<file path="src/rtl/paula_audio_volume_seq_pkg.sv">
// Shared definitions for the Paula volume stage: default sizes, FSM states, helpers.
// Ramp behaviour is selected by PAULA_VOL_RAMP_EN (see paula_audio_vol_ramp).
package paula_audio_volume_seq_pkg;

   localparam int DEF_NCH = 4;
   localparam int DEF_SW  = 8;
   localparam int DEF_VW  = 7;

   typedef enum logic [1:0] {
      ST_IDLE  = 2'd0,
      ST_RUN   = 2'd1,
      ST_DRAIN = 2'd2
   } state_t;

   // Ceiling log2, never below 1 so a single-channel build still has a 1-bit index.
   function automatic int clog2min1(input int n);
      int r;
      r = 0;
      while ((1 << r) < n) r++;
      return (r < 1) ? 1 : r;
   endfunction

   function automatic int fullScale(input int vw);
      return 1 << (vw - 1);
   endfunction

endpackage

</file>
<file path="src/rtl/paula_audio_vol_ramp.sv">
// Per-channel volume register: clamps the target to full scale and, when
// PAULA_VOL_RAMP_EN is defined, steps one LSB toward it per accepted start.
module paula_audio_vol_ramp
   import paula_audio_volume_seq_pkg::*;
#(
   parameter int VW = DEF_VW
) (
   input  logic          clk,
   input  logic          reset,
   input  logic          clk7_en,
   input  logic          load,
   input  logic [VW-1:0] target,
   output logic [VW-1:0] curVol
);

   localparam logic [VW-1:0] FULL = VW'(fullScale(VW));

   logic [VW-1:0] clamped;
   logic [VW-1:0] nextVol;

   always_comb begin
      clamped = (target > FULL) ? FULL : target;
`ifdef PAULA_VOL_RAMP_EN
      if (curVol < clamped)
         nextVol = curVol + 1'b1;
      else if (curVol > clamped)
         nextVol = curVol - 1'b1;
      else
         nextVol = curVol;
`else
      nextVol = clamped;
`endif
   end

   always_ff @(posedge clk or posedge reset) begin
      if (reset)
         curVol <= '0;
      else if (clk7_en && load)
         curVol <= nextVol;
   end

endmodule

</file>
<file path="src/rtl/paula_audio_volume_seq.sv">
// Time-multiplexed volume stage: one shared signed x unsigned multiplier walks all
// channels after each sample-period start. Optional ramping via PAULA_VOL_RAMP_EN.
module paula_audio_volume_seq
   import paula_audio_volume_seq_pkg::*;
#(
   parameter int NCH = DEF_NCH,
   parameter int SW  = DEF_SW,
   parameter int VW  = DEF_VW,
   localparam int OW = SW + VW,
   localparam int CW = clog2min1(NCH)
) (
   input  logic                 clk,
   input  logic                 reset,
   input  logic                 clk7_en,
   input  logic                 start,
   input  logic [NCH*SW-1:0]    sample,
   input  logic [NCH*VW-1:0]    volume,
   output logic                 busy,
   output logic                 overrun,
   output logic                 out_valid,
   output logic [CW-1:0]        out_chan,
   output logic signed [OW-1:0] out
);

   state_t               state;
   logic [CW-1:0]        ch;
   logic signed [SW-1:0] holdSample [NCH];
   logic [VW-1:0]        curVol [NCH];
   logic                 accept;
   logic signed [OW-1:0] opSample;
   logic signed [OW-1:0] opVol;
   logic signed [OW-1:0] product;

   assign accept = clk7_en && start && (state == ST_IDLE);

   for (genvar k = 0; k < NCH; k++) begin : g_ramp
      paula_audio_vol_ramp #(.VW(VW)) u_ramp (
         .clk     (clk),
         .reset   (reset),
         .clk7_en (clk7_en),
         .load    (accept),
         .target  (volume[k*VW +: VW]),
         .curVol  (curVol[k])
      );
   end

   // Sample is sign-extended and volume zero-extended, so the product is exact in OW bits.
   always_comb begin
      opSample = OW'(holdSample[ch]);
      opVol    = signed'(OW'(curVol[ch]));
      product  = opSample * opVol;
   end

   always_ff @(posedge clk or posedge reset) begin
      if (reset) begin
         state     <= ST_IDLE;
         ch        <= '0;
         busy      <= 1'b0;
         overrun   <= 1'b0;
         out_valid <= 1'b0;
         out_chan  <= '0;
         out       <= '0;
         for (int k = 0; k < NCH; k++) holdSample[k] <= '0;
      end else if (clk7_en) begin
         out_valid <= 1'b0;
         case (state)
            ST_IDLE: begin
               if (start) begin
                  state   <= ST_RUN;
                  ch      <= '0;
                  busy    <= 1'b1;
                  overrun <= 1'b0;
                  for (int k = 0; k < NCH; k++) holdSample[k] <= sample[k*SW +: SW];
               end
            end
            ST_RUN: begin
               if (start) overrun <= 1'b1;
               out_valid <= 1'b1;
               out_chan  <= ch;
               out       <= product;
               if (ch == CW'(NCH - 1))
                  state <= ST_DRAIN;
               else
                  ch <= ch + 1'b1;
            end
            ST_DRAIN: begin
               // A start seen here is still rejected; it is accepted next cycle from IDLE.
               if (start) overrun <= 1'b1;
               state <= ST_IDLE;
               busy  <= 1'b0;
            end
            default: begin
               state <= ST_IDLE;
               busy  <= 1'b0;
            end
         endcase
      end
   end

endmodule

</file>
<file path="config.mk">
export PLATFORM = sky130hd
export DESIGN_NAME = paula_audio_volume_seq
export DESIGN_NICKNAME = d
export VERILOG_FILES = /design/src/rtl/paula_audio_volume_seq_pkg.sv /design/src/rtl/paula_audio_vol_ramp.sv /design/src/rtl/paula_audio_volume_seq.sv
export SDC_FILE = /design/constraint.sdc
export NUM_CORES = 1
export LEC_CHECK = 0
export ABC_AREA = 1
export CAP_MARGIN = 5
export CELL_PAD_IN_SITES_DETAIL_PLACEMENT = 1
export CELL_PAD_IN_SITES_GLOBAL_PLACEMENT = 1
export CORE_MARGIN = 2
export CORE_UTILIZATION = 38
export CTS_CLUSTER_DIAMETER = 30
export DETAILED_ROUTE_END_ITERATION = 8
export GPL_TIMING_DRIVEN = 0
export HOLD_SLACK_MARGIN = 0.05
export PLACE_DENSITY = 0.82
export SLEW_MARGIN = 0
export SYNTH_ARGS = -nofsm -noshare
export SYNTH_HDL_FRONTEND = slang
export SYNTH_SLANG_ARGS = --single-unit
</file>
<file path="constraint.sdc">
create_clock -name clk -period 4.55 [get_ports clk]
set_input_delay 1.1375 -clock clk [delete_from_list [all_inputs] [get_ports clk]]
set_output_delay 1.1375 -clock clk [all_outputs]
set_load 0.005 [all_outputs]
</file>
==> metrics.md, run 1 <==
| Metric | Value |
|---|---|
| Antenna diodes | 0 |
| Avg Cell Area, Syn | 8.15 um2 |
| Vias post-DR | 5,551 |
| Cts hold-fix bufs | 0 |
| Crit start category | flip-flop |
| Final net count | 1,012 |
| Slew HR | 0.597 |
| CTS tree | built |
| Max Root-Sink Buffers | 2 |
| Least-Margin Pin Slew | 0.604 ns |
| H-tree depth | 3 |
| Num CTS Buffers | 9 |
| Final worst-path setup slack | -0.115 ns |
| Die Width | 130 um |
| Area Growth Syn to Fin | 39.5% |
| RSZ-0062 raised after global routing | yes |
| Clock Root Buffer | clkbuf_16 |
| Maximum Capacitance Violations | 0 |
| Crit path arrival time | 4.91 ns |
| Die height | 130 um |
| Initial antenna violation count | 0 |
| Period utilisation layout | 1.03 |
| Die area | 16,900 um2 |
| Crit path capture type | flip-flop |
| Number of setup violations in the final report | 4 |
| Outcome | finished with violations |
| Vias in the first global route | 5,899 |
| Wirelength per Cell | 18.9 um |
| Share of layout cells above drive strength 1 | 0.233 |
| HP Class | reg -> reg |
| Top cell type's share of synthesized area | 0.349 |
| 1st-iter DRT viols | 257 |
| Total grt overflow | 0 |
| Syn_nets | 880 |
| WL final | 20,600 um |
| Post-detail-place hpwl | 13,400 um |
| Failing checks | setup timing |
| Reg clk slew, reported paths | 0.07 ns |
| Num Clock Sinks | 84 |
| Core area | 15,700 um2 |
| Synth area leader | dfrtp_1 |
| Period minus WS final | 4.67 ns |
| I/O Buffers | 83 |
| Post-layout util | 0.535 |
| Largest fanout on the critical path | 6 |
| Num rows | 46 |
| Ranking of synthesized cells by area | dfrtp_1 (35%), fa_1 (15%), nand2_1 (13%) |
| Crit path required time | 4.79 ns |
| Clk_lat worst skew | 0.36 ns |
| Ports | 84 |
| Residual DRC | 0 |
| Yosys cell types | 36 |
| Largest net degree at the start of global routing | 71 |
| Final hold vios | 0 |
| Tot GR Track Use | 0.231 |
| Peak Freq | 0.214 GHz |
| Setup CP Type | reg -> reg |
| Pre-antenna DRT Iters | 4 |
| Fin. max-slew vios | 0 |
| Post-Syn Instances | 739 |
| Synthesis warning total | 0 |
| Setup Skew | 0.0121 ns |
| Placer Congestion | 0.813 |
| Drt via density | 5.08 |
| Synthesized flop and latch total | 84 |
| Register area share after synthesis | 0.349 |
| Initial Util | 0.384 |
| First-pass GRT wire length | 29,700 um |
| Detail Route Antenna Nets | 0 |
| Synthesized area | 6030 um2 |
## worst max-delay path: stages, from the launching register on
cell	delay [ns]
dfrtp_2	0.48
buf_6	0.17
buf_6	0.13
nor2_4	0.07
inv_2	0.04
a32oi_2	0.19
inv_2	0.12
buf_12	0.14
nor2_4	0.07
fa_1	0.47
inv_2	0.14
fa_1	0.46
fa_1	0.50
fa_1	0.58
inv_2	0.05
ha_4	0.30
nand2_4	0.07
nor2_4	0.18
nand3_2	0.11
nand3_4	0.11
nand3_2	0.07
nand3_2	0.06
nand2_1	0.05
## sequential cells by signal, summed over array words and instances, names as in the netlist
register              count
g_ramp.u_ramp.curVol     28
holdSample               32
out                      15
busy                      1
out_chan                  2
ch                        2
out_valid                 1
state                     2
overrun                   1
## routing by layer
| metal | up-vias | share of wire | global-route usage |
|---|---|---|---|
| met4 | 0 | 0.029 | 0.0879 |
| met1 | 2803 | 0.39 | 0.279 |
| li1 | 2546 | - | - |
| met5 | - | 0 | 0 |
| met3 | 46 | 0.040 | 0.0357 |
| met2 | 156 | 0.54 | 0.414 |
## cell usage in the layout (no fill, tap or decap), types with 17 or more instances in the layout
cell type	synthesis	layout
ha_1	33	24
o21ai_0	35	27
inv_2	11	24
fa_1	44	42
nor2_1	73	52
dfrtp_1	84	82
nand2_1	208	181
nand2_2	0	18
buf_4	3	31
inv_1	123	106
clkdlybuf4s50_1	0	83
nor2_2	6	17
a22o_1	19	19
## area by class of cell
class,instances,area [um2]
Clock buffer,11,253
Timing Repair Buffer,122,1190
Buffer,21,150
Sequential cell,84,2100
Clock inverter,5,65.1
Tap cell,216,270
Fill cell,1851,7310
Multi-Input combinational cell,498,3850
Inverter,135,519
## repair_timing
action                     CTS  global route
buffers inserted            19            17
setup endpoints to repair    9             9
gates cloned                 3             0
resized for setup           79            94
pin swaps                   34            62
## synthesized netlist by cell type, drive strengths merged
cell type and instances:
and2 1, clkbuf 9, nor3 1, a32o 1, a32oi 7, nand2 208
a31oi 1, nand3 20, a21o 1, nand3b 1, o22a 4, xnor2 3
a22o 19, o22ai 1, fa 44, o21bai 3, a21oi 24, nand4 3
or2 5, nor2 79, ha 33, dfrtp 84, inv 134, o21ai 39
buf 13, clkinv 1
## cells by family after synthesis
kind of cell / after synthesis / share of synthesized area
buffers and inverters: 157 / 0.106
adder cells (fa/ha/maj): 77 / 0.215
XOR/XNOR: 3 / 0.00436
flip-flops: 84 / 0.349
AND/OR/NAND/NOR: 318 / 0.209
AO/OA/AOI/OAI: 100 / 0.117
## worst paths after layout
path	startpoint	end	slack (ns)	depth (start not counted)
max in group asynchronous	reset	g_ramp[0].u_ramp.curVol[2]$_DFFE_PP0P_	2.86	3
worst max register to register	ch[0]$_DFFE_PP0P_	out[14]$_DFFE_PP0P_	-0.12	22
worst min register to register	out[10]$_DFFE_PP0P_	out[10]$_DFFE_PP0P_	0.48	2
worst max-delay path	ch[0]$_DFFE_PP0P_	out[14]$_DFFE_PP0P_	-0.12	22
worst min-delay path	out[10]$_DFFE_PP0P_	out[10]$_DFFE_PP0P_	0.48	2
min in group asynchronous	reset	out[5]$_DFFE_PP0P_	1.05	2
## metrics by stage
| step | hold slack [ns] | instance area [um2] | setup WS, ns | TNS [ns] | std cells |
|---|---|---|---|---|---|
| final | 0.483 | 8410 | -0.115 | -0.313 | 1092 |
| after CTS | 0.486 | 7950 | -0.0122 | -0.0219 | 1077 |
| after global routing | 0.503 | 8410 | -0.309 | -1.63 | 1092 |
| after detailed placement | 0.463 | 7160 | -0.823 | -3.80 | 1039 |
| after global placement | 0.461 | 7130 | -0.590 | -11.57 | 1038 |
| after floorplan | 0.444 | 6030 | 0.0720 | 0 | 739 |
Power of run 1 is not shown: default switching activity piles up to over one toggle a cycle in this logic, so the estimate is an artifact.
==> inputs of run 2 (changes only) <==
Settings changed: CORE_UTILIZATION 38 to 42, PLACE_DENSITY 0.82 to 0.86.
Clock period 4.55 ns to 4.46 ns, I/O delays scaled along.
==> metrics.md, run 2 (synthesis gave the netlist of run 1 again) <==
| Metric | Value |
|---|---|
| Outcome | finished with violations |
| Failing checks | setup timing |
| Largest register by flop count | holdSample |
| Initial Util | 0.432 (+0.0489) |
| Crit path capture type | flip-flop |
| Final worst-path setup slack | -0.521 ns (-0.406 ns) |
| Crit. Startpoint | ch[0]$_DFFE_PP0P_ |
| Final net count | 1,023 (+1.1%) |
| Most frequent cells in the layout | nand2_1 (186), inv_1 (110), clkdlybuf4s50_1 (83) |
| Least-Margin Pin Slew | 0.715 ns (+0.110 ns) |
| Final hold vios | 0 (unchanged) |
| First-pass GRT wire length | 35,300 um (+19%) |
| Die area | 15,300 um2 (-9.2%) |
| Post-layout util | 0.605 (+0.0698) |
| Post-Place Worst Slack | -0.688 ns (+0.135 ns) |
| Tot GR Track Use | 0.312 (+0.0816) |
| Num Clock Sinks | 84 (unchanged) |
| CP delay by family, top | adder cells |
| R2r endpoint | out[12]$_DFFE_PP0P_ |
| Detail Route Antenna Nets | 0 (unchanged) |
| Clock Root Buffer | clkbuf_16 |
| Period utilisation layout | 1.12 (+0.0915) |
| Num rows | 43 (-6.5%) |
| Slowest stage delay, CP | 0.56 ns (-0.02 ns) |
| Reg clk slew, reported paths | 0.08 ns (about the same) |
| CP Depth | 23 (+4.5%) |
| Share of layout cells above drive strength 1 | 0.236 (+0.00275) |
| Hold Path Depth | 2 (unchanged) |
| WL final | 25,300 um (+23%) |
| Antenna diodes | 0 (unchanged) |
| Largest fanout on the critical path | 4 (-2) |
| Core area | 13,900 um2 (-11%) |
| Slowest-stage cell, CP | fa_1 |
| Die height | 124 um (-4.7%) |
| Worst Hold Path EP | holdSample[18]$_DFFE_PP0P_ |
| Crit-path cells | buf_6 > inv_6 > buf_8 > buf_12 > nand2_4 > a32oi_4 > inv_2 > nor2_4 > inv_2 > fa_1 > inv_1 > fa_1 > fa_1 > inv_2 > fa_1 > inv_2 > ha_4 > a21oi_2 > nor2_1 > nor2_1 > nand4_1 > nand3_1 > nand2_1 |
| 1st-iter DRT viols | 445 (+73%) |
| Period minus WS final | 4.98 ns (+0.316 ns) |
| Drt via density | 5.71 (+12%) |
| Placer Congestion | 0.839 (+3.2%) |
| Wirelength per Cell | 23.7 um (+26%) |
| Max FFs per register | 32 (unchanged) |
| Residual DRC | 0 (unchanged) |
| Peak Freq | 0.201 GHz (-6.3%) |
| Crit start category | flip-flop |
| Largest registers | holdSample x32, g_ramp.u_ramp.curVol x28, out x15 |
| Maximum Capacitance Violations | 0 (unchanged) |
| Initial antenna violation count | 0 (unchanged) |
| Largest net degree at the start of global routing | 74 (+4.2%) |
| Number of setup violations in the final report | 10 (+6) |
| Setup CP Type | reg -> reg |
| Clk_lat worst skew | 0.38 ns (+0.02 ns) |
| Max Root-Sink Buffers | 2 (unchanged) |
| Post-detail-place hpwl | 13,800 um (+3.3%) |
| Area Growth Syn to Fin | 39.9% |
| Cts hold-fix bufs | 0 (unchanged) |
| Critical R2R Launch | ch[0]$_DFFE_PP0P_ |
| Worst hold start | holdSample[18]$_DFFE_PP0P_ |
| Vias in the first global route | 6,713 (+14%) |
| Fin. max-slew vios | 0 (unchanged) |
| Total grt overflow | 0 (unchanged) |
| Reg2reg path depth | 23 (+4.5%) |
| H-tree depth | 3 (unchanged) |
| Register-to-Register Setup Slack | -0.52 ns (-0.41 ns) |
| CTS tree | built |
| Crit path required time | 4.72 ns (-0.07 ns) |
| HP Class | reg -> reg |
| Crit path arrival time | 5.24 ns (+0.33 ns) |
| Commonest non-fill, non-tap cell in the layout | nand2_1 |
| RSZ-0062 raised after global routing | yes |
| I/O Buffers | 83 (unchanged) |
| Ports | 84 (unchanged) |
| Pre-antenna DRT Iters | 5 (+1) |
| Slew HR | 0.524 (-0.0736) |
| Bufs and invs on worst path | 9 (+2) |
| Vias post-DR | 6,090 (+9.7%) |
| Die Width | 124 um (-4.7%) |
| Num CTS Buffers | 9 (unchanged) |
| Setup Skew | 0.0166 ns (+0.00442 ns) |
## run 2: routing by layer
metal	global-route usage	share of wire
met1	0.340	0.36
met2	0.560	0.50
met3	0.0527	0.061
met4	0.201	0.077
met5	0	0
## run 2: worst max path at each step
stage,end
6_report,out[12]$_DFFE_PP0P_
5_1_grt,out[12]$_DFFE_PP0P_
4_1_cts,out[12]$_DFFE_PP0P_
3_5_place_dp,out[12]$_DFFE_PP0P_
3_3_place_gp,out[12]$_DFFE_PP0P_
2_1_floorplan,out[14]$_DFFE_PP0P_
## run 2: timing repair
item / in CTS / in global routing
resized for setup: 111 / 48
pin swaps: 53 / 34
setup endpoints to repair: 9 / 10
gates cloned: 1 / 0
buffers inserted: 33 / 14
## run 2: stage by stage
stage / hold slack [ns] / std cells / area [um2] / TNS (ns)
global route: 0.503 / 1067 / 8430 / -4.56
global placement: 0.458 / 1002 / 7090 / -10.53
detailed placement: 0.461 / 1003 / 7120 / -4.10
CTS: 0.486 / 1053 / 8110 / -0.548
finish: 0.485 / 1067 / 8430 / -3.47
floorplan: 0.444 / 739 / 6040 / 0
## run 2: area by class of cell
class / instances / area, um2
tap: 180 / 225
fill: 1607 / 5510
multi-input combinational: 498 / 3850
sequential: 84 / 2100
buffer: 22 / 171
clock inverter: 7 / 58.8
clock buffer: 9 / 225
inverter: 135 / 517
timing repair buffer: 132 / 1280
## run 2: worst register-to-register path, delay by kind of cell, from the launching register on
family	cells	cell delay, ns
and+or+nand+nor	7	0.81
AOI/OAI and AO/OA	2	0.41
DFF	1	0.46
buffers and inverters	9	0.81
adders and majority gates	5	2.38
Power of run 2 is left out for the same reason.
